### config.mk
export PLATFORM = sky130hd
export DESIGN_NAME = nids_pkt_scheduler
export DESIGN_NICKNAME = d
export VERILOG_FILES = /design/src/rtl/nids_pkt_scheduler.sv
export SDC_FILE = /design/constraint.sdc
export NUM_CORES = 2
export LEC_CHECK = 0
export CORE_AREA = 2 2 443 445
export DETAILED_ROUTE_END_ITERATION = 10
export DIE_AREA = 0 0 445 447
export HOLD_SLACK_MARGIN = 0.08
export MAX_ROUTING_LAYER = met4
export SLEW_MARGIN = 20
export SYNTH_ARGS = -nofsm -noshare
export SYNTH_HDL_FRONTEND = slang
export SYNTH_SLANG_ARGS = --single-unit
export TNS_END_PERCENT = 5
### constraint.sdc
create_clock -name clk -period 4.6 [get_ports clk]
set_input_delay 0.69 -clock clk [delete_from_list [all_inputs] [get_ports clk]]
set_output_delay 0.69 -clock clk [all_outputs]
set_load 0.02 [all_outputs]
### src/rtl/nids_pkt_scheduler.sv
// nids_pkt_scheduler: round-robin front end that lets several feature sources
// share one NIDS inference core. A granted source streams N_FEATURES words into
// a register bank. The core is then pulsed and its result is awaited under a
// timeout. The result is returned tagged with the source index.
module nids_pkt_scheduler #(
  parameter int DATA_WIDTH     = 32,
  parameter int N_FEATURES     = 28,
  parameter int N_SRC          = 2,
  parameter int TIMEOUT_CYCLES = 64,
  parameter int CNT_W          = 16
) (
  input  logic                             clk,
  input  logic                             rst_n,
  input  logic [N_SRC-1:0]                 src_req,
  input  logic [N_SRC*DATA_WIDTH-1:0]      src_data,
  input  logic [N_SRC-1:0]                 src_valid,
  output logic [N_SRC-1:0]                 src_ready,
  output logic [N_SRC-1:0]                 src_grant,
  output logic [N_FEATURES*DATA_WIDTH-1:0] core_features,
  output logic                             core_valid,
  input  logic                             core_valid_out,
  input  logic                             core_attack,
  input  logic [DATA_WIDTH-1:0]            core_major,
  input  logic [DATA_WIDTH-1:0]            core_minor,
  output logic                             res_valid,
  input  logic                             res_ready,
  output logic [$clog2(N_SRC)-1:0]         res_src,
  output logic                             res_attack,
  output logic [DATA_WIDTH-1:0]            res_major,
  output logic [DATA_WIDTH-1:0]            res_minor,
  output logic                             res_timeout,
  output logic                             busy,
  output logic [CNT_W-1:0]                 attack_count
);

  localparam int IDX_W = $clog2(N_SRC);
  localparam int SUM_W = IDX_W + 1;
  localparam int WI_W  = (N_FEATURES > 1) ? $clog2(N_FEATURES) : 1;
  localparam int TMR_W = (TIMEOUT_CYCLES > 1) ? $clog2(TIMEOUT_CYCLES) : 1;

  typedef enum logic [2:0] {IDLE, LOAD, ISSUE, WAIT, REPORT} state_t;

  state_t                state_reg, state_next;
  logic [IDX_W-1:0]      grant_idx_reg;
  logic [IDX_W-1:0]      rr_ptr_reg;
  logic [N_SRC-1:0]      grant_reg;
  logic [WI_W-1:0]       word_idx_reg;
  logic [TMR_W-1:0]      timer_reg;
  logic                  core_valid_reg;
  logic                  res_valid_reg;
  logic [IDX_W-1:0]      res_src_reg;
  logic                  res_attack_reg;
  logic [DATA_WIDTH-1:0] res_major_reg;
  logic [DATA_WIDTH-1:0] res_minor_reg;
  logic                  res_timeout_reg;
  logic [CNT_W-1:0]      attack_count_reg;
  logic [DATA_WIDTH-1:0] bank_reg [N_FEATURES];
  logic [DATA_WIDTH-1:0] src_word [N_SRC];

  logic                  arb_found;
  logic [IDX_W-1:0]      arb_idx;
  logic [SUM_W-1:0]      arb_sum;
  logic [N_SRC-1:0]      arb_onehot;
  logic                  cur_req;
  logic                  cur_valid;
  logic                  word_accept;
  logic                  last_word;
  logic                  timer_expired;
  logic                  res_fire;

  // Unpack the flat source data bus and drive the flat feature bus.
  generate
    for (genvar gi = 0; gi < N_SRC; gi++) begin : g_src_word
      assign src_word[gi] = src_data[gi*DATA_WIDTH +: DATA_WIDTH];
    end
    for (genvar gi = 0; gi < N_FEATURES; gi++) begin : g_feat_out
      assign core_features[gi*DATA_WIDTH +: DATA_WIDTH] = bank_reg[gi];
    end
  endgenerate

  assign cur_req       = src_req[grant_idx_reg];
  assign cur_valid     = src_valid[grant_idx_reg];
  // A word arriving in the same cycle the request drops is discarded.
  assign word_accept   = (state_reg == LOAD) && cur_req && cur_valid;
  assign last_word     = (word_idx_reg == WI_W'(N_FEATURES - 1));
  assign timer_expired = (timer_reg == TMR_W'(TIMEOUT_CYCLES - 1));
  assign res_fire      = (state_reg == REPORT) && res_valid_reg && res_ready;

  // Cyclic priority search: the first requester at or after rr_ptr wins.
  // The loop runs downward so the smallest offset is assigned last.
  always_comb begin
    arb_found  = 1'b0;
    arb_idx    = '0;
    arb_sum    = '0;
    arb_onehot = '0;
    for (int k = N_SRC - 1; k >= 0; k--) begin
      arb_sum = {1'b0, rr_ptr_reg} + SUM_W'(k);
      if (arb_sum >= SUM_W'(N_SRC)) arb_sum = arb_sum - SUM_W'(N_SRC);
      if (src_req[arb_sum[IDX_W-1:0]]) begin
        arb_found = 1'b1;
        arb_idx   = arb_sum[IDX_W-1:0];
      end
    end
    arb_onehot[arb_idx] = 1'b1;
  end

  // Next-state logic for the load / issue / wait / report sequence.
  always_comb begin
    state_next = state_reg;
    case (state_reg)
      IDLE:   if (arb_found) state_next = LOAD;
      LOAD: begin
        if (!cur_req)                    state_next = IDLE;
        else if (cur_valid && last_word) state_next = ISSUE;
      end
      ISSUE:  state_next = WAIT;
      WAIT:   if (core_valid_out || timer_expired) state_next = REPORT;
      REPORT: if (res_fire) state_next = IDLE;
      default: state_next = IDLE;
    endcase
  end

  // State register.
  always_ff @(posedge clk or negedge rst_n) begin
    if (!rst_n) state_reg <= IDLE;
    else        state_reg <= state_next;
  end

  // Grant, word index, timer, result and attack-counter registers.
  always_ff @(posedge clk or negedge rst_n) begin
    if (!rst_n) begin
      grant_idx_reg    <= '0;
      rr_ptr_reg       <= '0;
      grant_reg        <= '0;
      word_idx_reg     <= '0;
      timer_reg        <= '0;
      core_valid_reg   <= 1'b0;
      res_valid_reg    <= 1'b0;
      res_src_reg      <= '0;
      res_attack_reg   <= 1'b0;
      res_major_reg    <= '0;
      res_minor_reg    <= '0;
      res_timeout_reg  <= 1'b0;
      attack_count_reg <= '0;
    end else begin
      // Registered so the core sees a glitch-free one-cycle pulse.
      core_valid_reg <= (state_reg == ISSUE);
      case (state_reg)
        IDLE: begin
          if (arb_found) begin
            grant_reg     <= arb_onehot;
            grant_idx_reg <= arb_idx;
            word_idx_reg  <= '0;
            rr_ptr_reg    <= (arb_idx == IDX_W'(N_SRC - 1)) ? '0 : arb_idx + 1'b1;
          end
        end
        LOAD: begin
          if (!cur_req)       grant_reg    <= '0;
          else if (cur_valid) word_idx_reg <= word_idx_reg + 1'b1;
        end
        ISSUE: timer_reg <= '0;
        WAIT: begin
          if (core_valid_out) begin
            res_valid_reg   <= 1'b1;
            res_src_reg     <= grant_idx_reg;
            res_attack_reg  <= core_attack;
            res_major_reg   <= core_major;
            res_minor_reg   <= core_minor;
            res_timeout_reg <= 1'b0;
          end else if (timer_expired) begin
            res_valid_reg   <= 1'b1;
            res_src_reg     <= grant_idx_reg;
            res_attack_reg  <= 1'b0;
            res_major_reg   <= '0;
            res_minor_reg   <= '0;
            res_timeout_reg <= 1'b1;
          end else begin
            timer_reg <= timer_reg + 1'b1;
          end
        end
        REPORT: begin
          if (res_fire) begin
            res_valid_reg <= 1'b0;
            grant_reg     <= '0;
            if (res_attack_reg && (attack_count_reg != '1))
              attack_count_reg <= attack_count_reg + 1'b1;
          end
        end
        default: ;
      endcase
    end
  end

  // Feature bank: each word captures the granted source's data at its index
  // and is otherwise held, including across an aborted load.
  generate
    for (genvar gi = 0; gi < N_FEATURES; gi++) begin : g_bank
      always_ff @(posedge clk or negedge rst_n) begin
        if (!rst_n)
          bank_reg[gi] <= '0;
        else if (word_accept && (word_idx_reg == WI_W'(gi)))
          bank_reg[gi] <= src_word[grant_idx_reg];
      end
    end
  endgenerate

  assign src_ready    = (state_reg == LOAD) ? grant_reg : '0;
  assign src_grant    = grant_reg;
  assign core_valid   = core_valid_reg;
  assign res_valid    = res_valid_reg;
  assign res_src      = res_src_reg;
  assign res_attack   = res_attack_reg;
  assign res_major    = res_major_reg;
  assign res_minor    = res_minor_reg;
  assign res_timeout  = res_timeout_reg;
  assign busy         = (state_reg != IDLE);
  assign attack_count = attack_count_reg;

endmodule
==> metrics, run 1 <==
outcome=aborted with a tool error; terminating stage of the flow=5_2_route; error that halted the flow=[ERROR DRT-0255] Maze Route cannot find path of net core_major[9] in worker of routeBox ( 434700 0 ) ( 445000 48300 ).; quantity of gates resized following cts=0; cells after synthesis=roughly 2,400; total global routing track utilization=between 10% and 20%; via count of the first global-routing pass=about 27,000; num rows=between 150 and 200; grt total ovfl=0; Syn Nets=~2,500; syn_area_per_cell=~16 µm²; die height=approximately 450 µm; CTS HTree Levels=3; Yosys Warn Count=0; number of clock buffers inserted by TritonCTS=roughly 110; post-CTS setup buffers=0; proportion of netlist area held by the largest area contributor=about 65%; maximum number of pins on one net before global-route repair=115; maximum buffer depth of the clock tree=3; leading cell types by total area after synthesis=dfrtp_1 65%, mux2_2 25%, mux2_1 2.5%, a22o_1 1.5%, clkbuf_1 0.96%; count of buffers inserted at the top-level ports=1,122; post-synthesis sequential element count=999; area of the mapped netlist=38,200 µm²; half-perimeter wire length after placement=roughly 110,000 µm; effective utilization at floorplan=between 10% and 20%; Primary FF master, synth=dfrtp_1; initial antenna violation count=23; Sink Count=approximately 1,000; cell at the root of the clock tree=clkbuf_16; synth cell count leaders=999 x dfrtp_1, 850 x mux2_2, 98 x clkbuf_1; Synth area leader=dfrtp_1; routability cong.=between 0.7 and 0.8; sequential share of the synthesized area=between 60% and 70%; die width=~450 µm; number of synthesized flops with an enable pin=0; most frequent cell after synthesis=dfrtp_1; distinct cell type count after synthesis=52; wire length of the first global-routing pass=215,000 µm; IO Pins=roughly 1,100; number of hold buffers added after CTS=1; FFs w/ async S/R, synth=100%; instance area at placement=52,700 µm²
[stage by stage]
step | hold WS, ns | worst slack, ns | instances
2_1_floorplan | 0.394 | 2.06 | 2375
4_1_cts | 0.453 | 0.971 | 6144
5_1_grt | 0.489 | 1.05 | 6152
3_3_place_gp | 0.468 | 0.866 | 5935
3_5_place_dp | 0.474 | 0.817 | 5935
[per-layer routing]
metal,GRT usage [%]
met1,16.6
met2,28.2
met3,3.79
met4,6.96
met5,-
[cells by family after synthesis]
family | share of synthesized area, %
adders and majority gates | 0.229
and+or+nand+nor | 2.21
xor gates and xnor gates | 0.160
AOI/OAI and AO/OA | 2.16
buffers and inverters | 2.24
muxes | 27.6
DFF | 65.4
==> inputs of run 2 (changes only) <==
CORE_AREA = 2 2 431 433   (was 2 2 443 445)
DIE_AREA = 0 0 433 435   (was 0 0 445 447)
HOLD_SLACK_MARGIN = not set   (was 0.08)
MAX_ROUTING_LAYER = not set   (was met4)
PLACE_DENSITY_LB_ADDON = 0.15   (was not set)
==> run 2 against run 1 <==
  * The run now ends clean
  * Synthesized cell count unchanged
  * Synthesized area did not move
  * Global-route usage is 1.5 points higher
==> metrics, run 2 <==
outcome=finished clean; via count of the first global-routing pass=~26,000; Syn Nets=~2,500; post-CTS setup buffers=0; tightest slew margin relative to the limit=29.8%; area of the mapped netlist=38,200 µm²; final setup fails=0; instance area at placement=roughly 53,000 µm²; total negative setup slack=0 ns; TritonCTS clock tree=yes; IO Pins=around 1,100; half-perimeter wire length after placement=116,000 µm; DP Worst Slack=~0.82 ns; Clock Latency Late Sink=roughly 0.75 ns; grt total ovfl=0; power per cell area=about 470 nW/µm²; final cell count without fillers=approximately 6,100; count of buffers inserted at the top-level ports=approximately 1,100; sequential share of the synthesized area=65.4%; drt via density=4.10; setup repair after global routing missed its margin=false; cell at the root of the clock tree=clkbuf_16; effective utilization at floorplan=slightly above 20%; DRC violation count after routing=0; die area=around 190,000 µm²; total wire length=~170,000 µm; 1st-pass router iterations=4; Synth area leader=dfrtp_1; nature of the critical path endpoint=flip-flop; Primary FF master, synth=dfrtp_1; leakage power=around 0.026 µW; post-route ant nets=0; leading cell types by total area after synthesis=dfrtp_1 65%, mux2_2 25%, mux2_1 2.5%, a22o_1 1.5%, clkbuf_1 0.96%; final clock period utilization by the worst path=about three quarters; startpoint kind of the worst setup timing path=flip-flop; most frequent cell after synthesis=dfrtp_1; Worst-Margin Slew=approximately 1.0 ns; cells after synthesis=between 2,000 and 2,500; synth cell count leaders=999 x dfrtp_1, 850 x mux2_2, 98 x clkbuf_1; worst-case setup margin in the final layout=roughly 1.1 ns; WL/cell=~27 µm; num rows=158; leading cell type in the layout, fill and taps excluded=clkdlybuf4s50_1; Worst Path Required=about 5.2 ns; Max Clk Rate=between 0.2 and 0.3 GHz; clock transition at the register clock pins on the worst setup and hold paths after CTS=around 0.060 ns; number of hold buffers added after CTS=1; WS Path Type=reg -> reg; FFs w/ async S/R, synth=100%; placeable core area=~180,000 µm²; total via count in the routed design=roughly 25,000; most frequent cells in the layout=1,121 x clkdlybuf4s50_1, 998 x dfrtp_1, 850 x mux2_2; total global routing track utilization=between 15 and 20%; CTS HTree Levels=3; area growth from synthesis to final layout=48.4%; proportion of netlist area held by the largest area contributor=65.4%; initial antenna violation count=13; peak supply drop=~0.33 mV; minimum clock period after layout=between 3 and 4 ns; # nets final=between 3,000 and 4,000; maximum number of pins on one net before global-route repair=roughly 120; arrival time of data at the critical path endpoint=4.11 ns; max_cap viols=0; final count of hold timing violations=0; class of the tightest hold or removal check=reg -> reg; post-route cell area=between 50,000 and 60,000 µm²; distinct cell type count after synthesis=52; number of clock buffers inserted by TritonCTS=120; die width=~430 µm; Sink Count=roughly 1,000; total instance count after detailed placement=a little under 6,000; die height=around 440 µm; Yosys Warn Count=0; maximum clock skew at final layout=approximately 0.033 ns; quantity of gates resized following cts=0; number of pins exceeding their max-slew limit in the final report=0; ratio of cells with drive above 1 in the final layout=31.7%; maximum buffer depth of the clock tree=3; Initial DRC Count=between 1,000 and 1,500; number of synthesized flops with an enable pin=0; routability cong.=between 0.7 and 0.8; wire length of the first global-routing pass=227,000 µm; post-synthesis sequential element count=about 1,000; worst-path fanout max=32; syn_area_per_cell=16.1 µm²; number of flip-flops in the largest register=896
==> run 2: cell counts after synthesis <==
Identical to the previous run, type by type.
==> run 2: layer usage <==
metal / GRT usage [%] / share of wire, % / up-vias
met5: 0 / 0 / -
met4: 6.68 / 4.1 / 0
met3: 5.44 / 7.1 / 220
met2: 31.1 / 52 / 753
met1: 18.7 / 37 / 13260
li1: - / - / 10787
==> run 2: path summary, 6_finish.rpt <==
path	startpoint	endpoint	slack [ns]	depth (start not counted)
hold / removal	core_features[718]$_DFFE_PN0P_	core_features[718]$_DFFE_PN0P_	0.48	1
hold reg to reg	core_features[718]$_DFFE_PN0P_	core_features[718]$_DFFE_PN0P_	0.48	1
setup / recovery	grant_idx_reg$_DFFE_PN0P_	core_features[528]$_DFFE_PN0P_	1.10	6
max in group asynchronous	rst_n	core_features[854]$_DFFE_PN0P_	2.65	4
min in group asynchronous	rst_n	core_features[880]$_DFFE_PN0P_	0.57	2
setup reg to reg	grant_idx_reg$_DFFE_PN0P_	core_features[528]$_DFFE_PN0P_	1.10	6
==> run 2: cells by family (layout without fill, tap and decap cells) <==
family                     Yosys count  after routing  share of synthesized area (%)
AOI/OAI and AO/OA                  106            106                           2.16
xor gates and xnor gates             7              7                          0.160
adders and majority gates            7              7                          0.229
buffers and inverters              189           1425                           2.24
DFF                                999            999                           65.4
muxes                              937            937                           27.6
other                                0              8                              0
and+or+nand+nor                    130            130                           2.21
==> run 2: worst max-delay path: stages, from the launching register on <==
cell	delay, ns
dfrtp_4	0.77
mux2i_1	0.29
buf_4	0.24
or3_1	0.69
nor4_4	0.31
buf_4	0.56
mux2_2	0.41
==> run 2: per-stage QoR <==
step	utilization [%]	total power [µW]	hold slack (ns)
4_1_cts	30.8	27200	0.457
5_1_grt	30.8	27800	0.484
6_report	30.8	26500	0.482
2_1_floorplan	-	13200	0.394
3_5_place_dp	28.6	17100	0.474
3_3_place_gp	28.6	17100	0.468
==> run 2: area by class of cell <==
class	count	area, µm²
fillers	18637	127000
diodes	8	20.0
well taps	2480	3100
clock buffers	179	3600
multi-input cells	1187	12400
flip-flops and latches	999	25000
repair buffers	1191	12000
clock inverters	44	493
inverters	11	41.3
==> run 2: power breakdown <==
group / internal [µW] / switching, µW
Clock: 5750 / 4050
Combinational: 2570 / 3870
Sequential: 9720 / 568
Power figures use the tool's default switching activity.
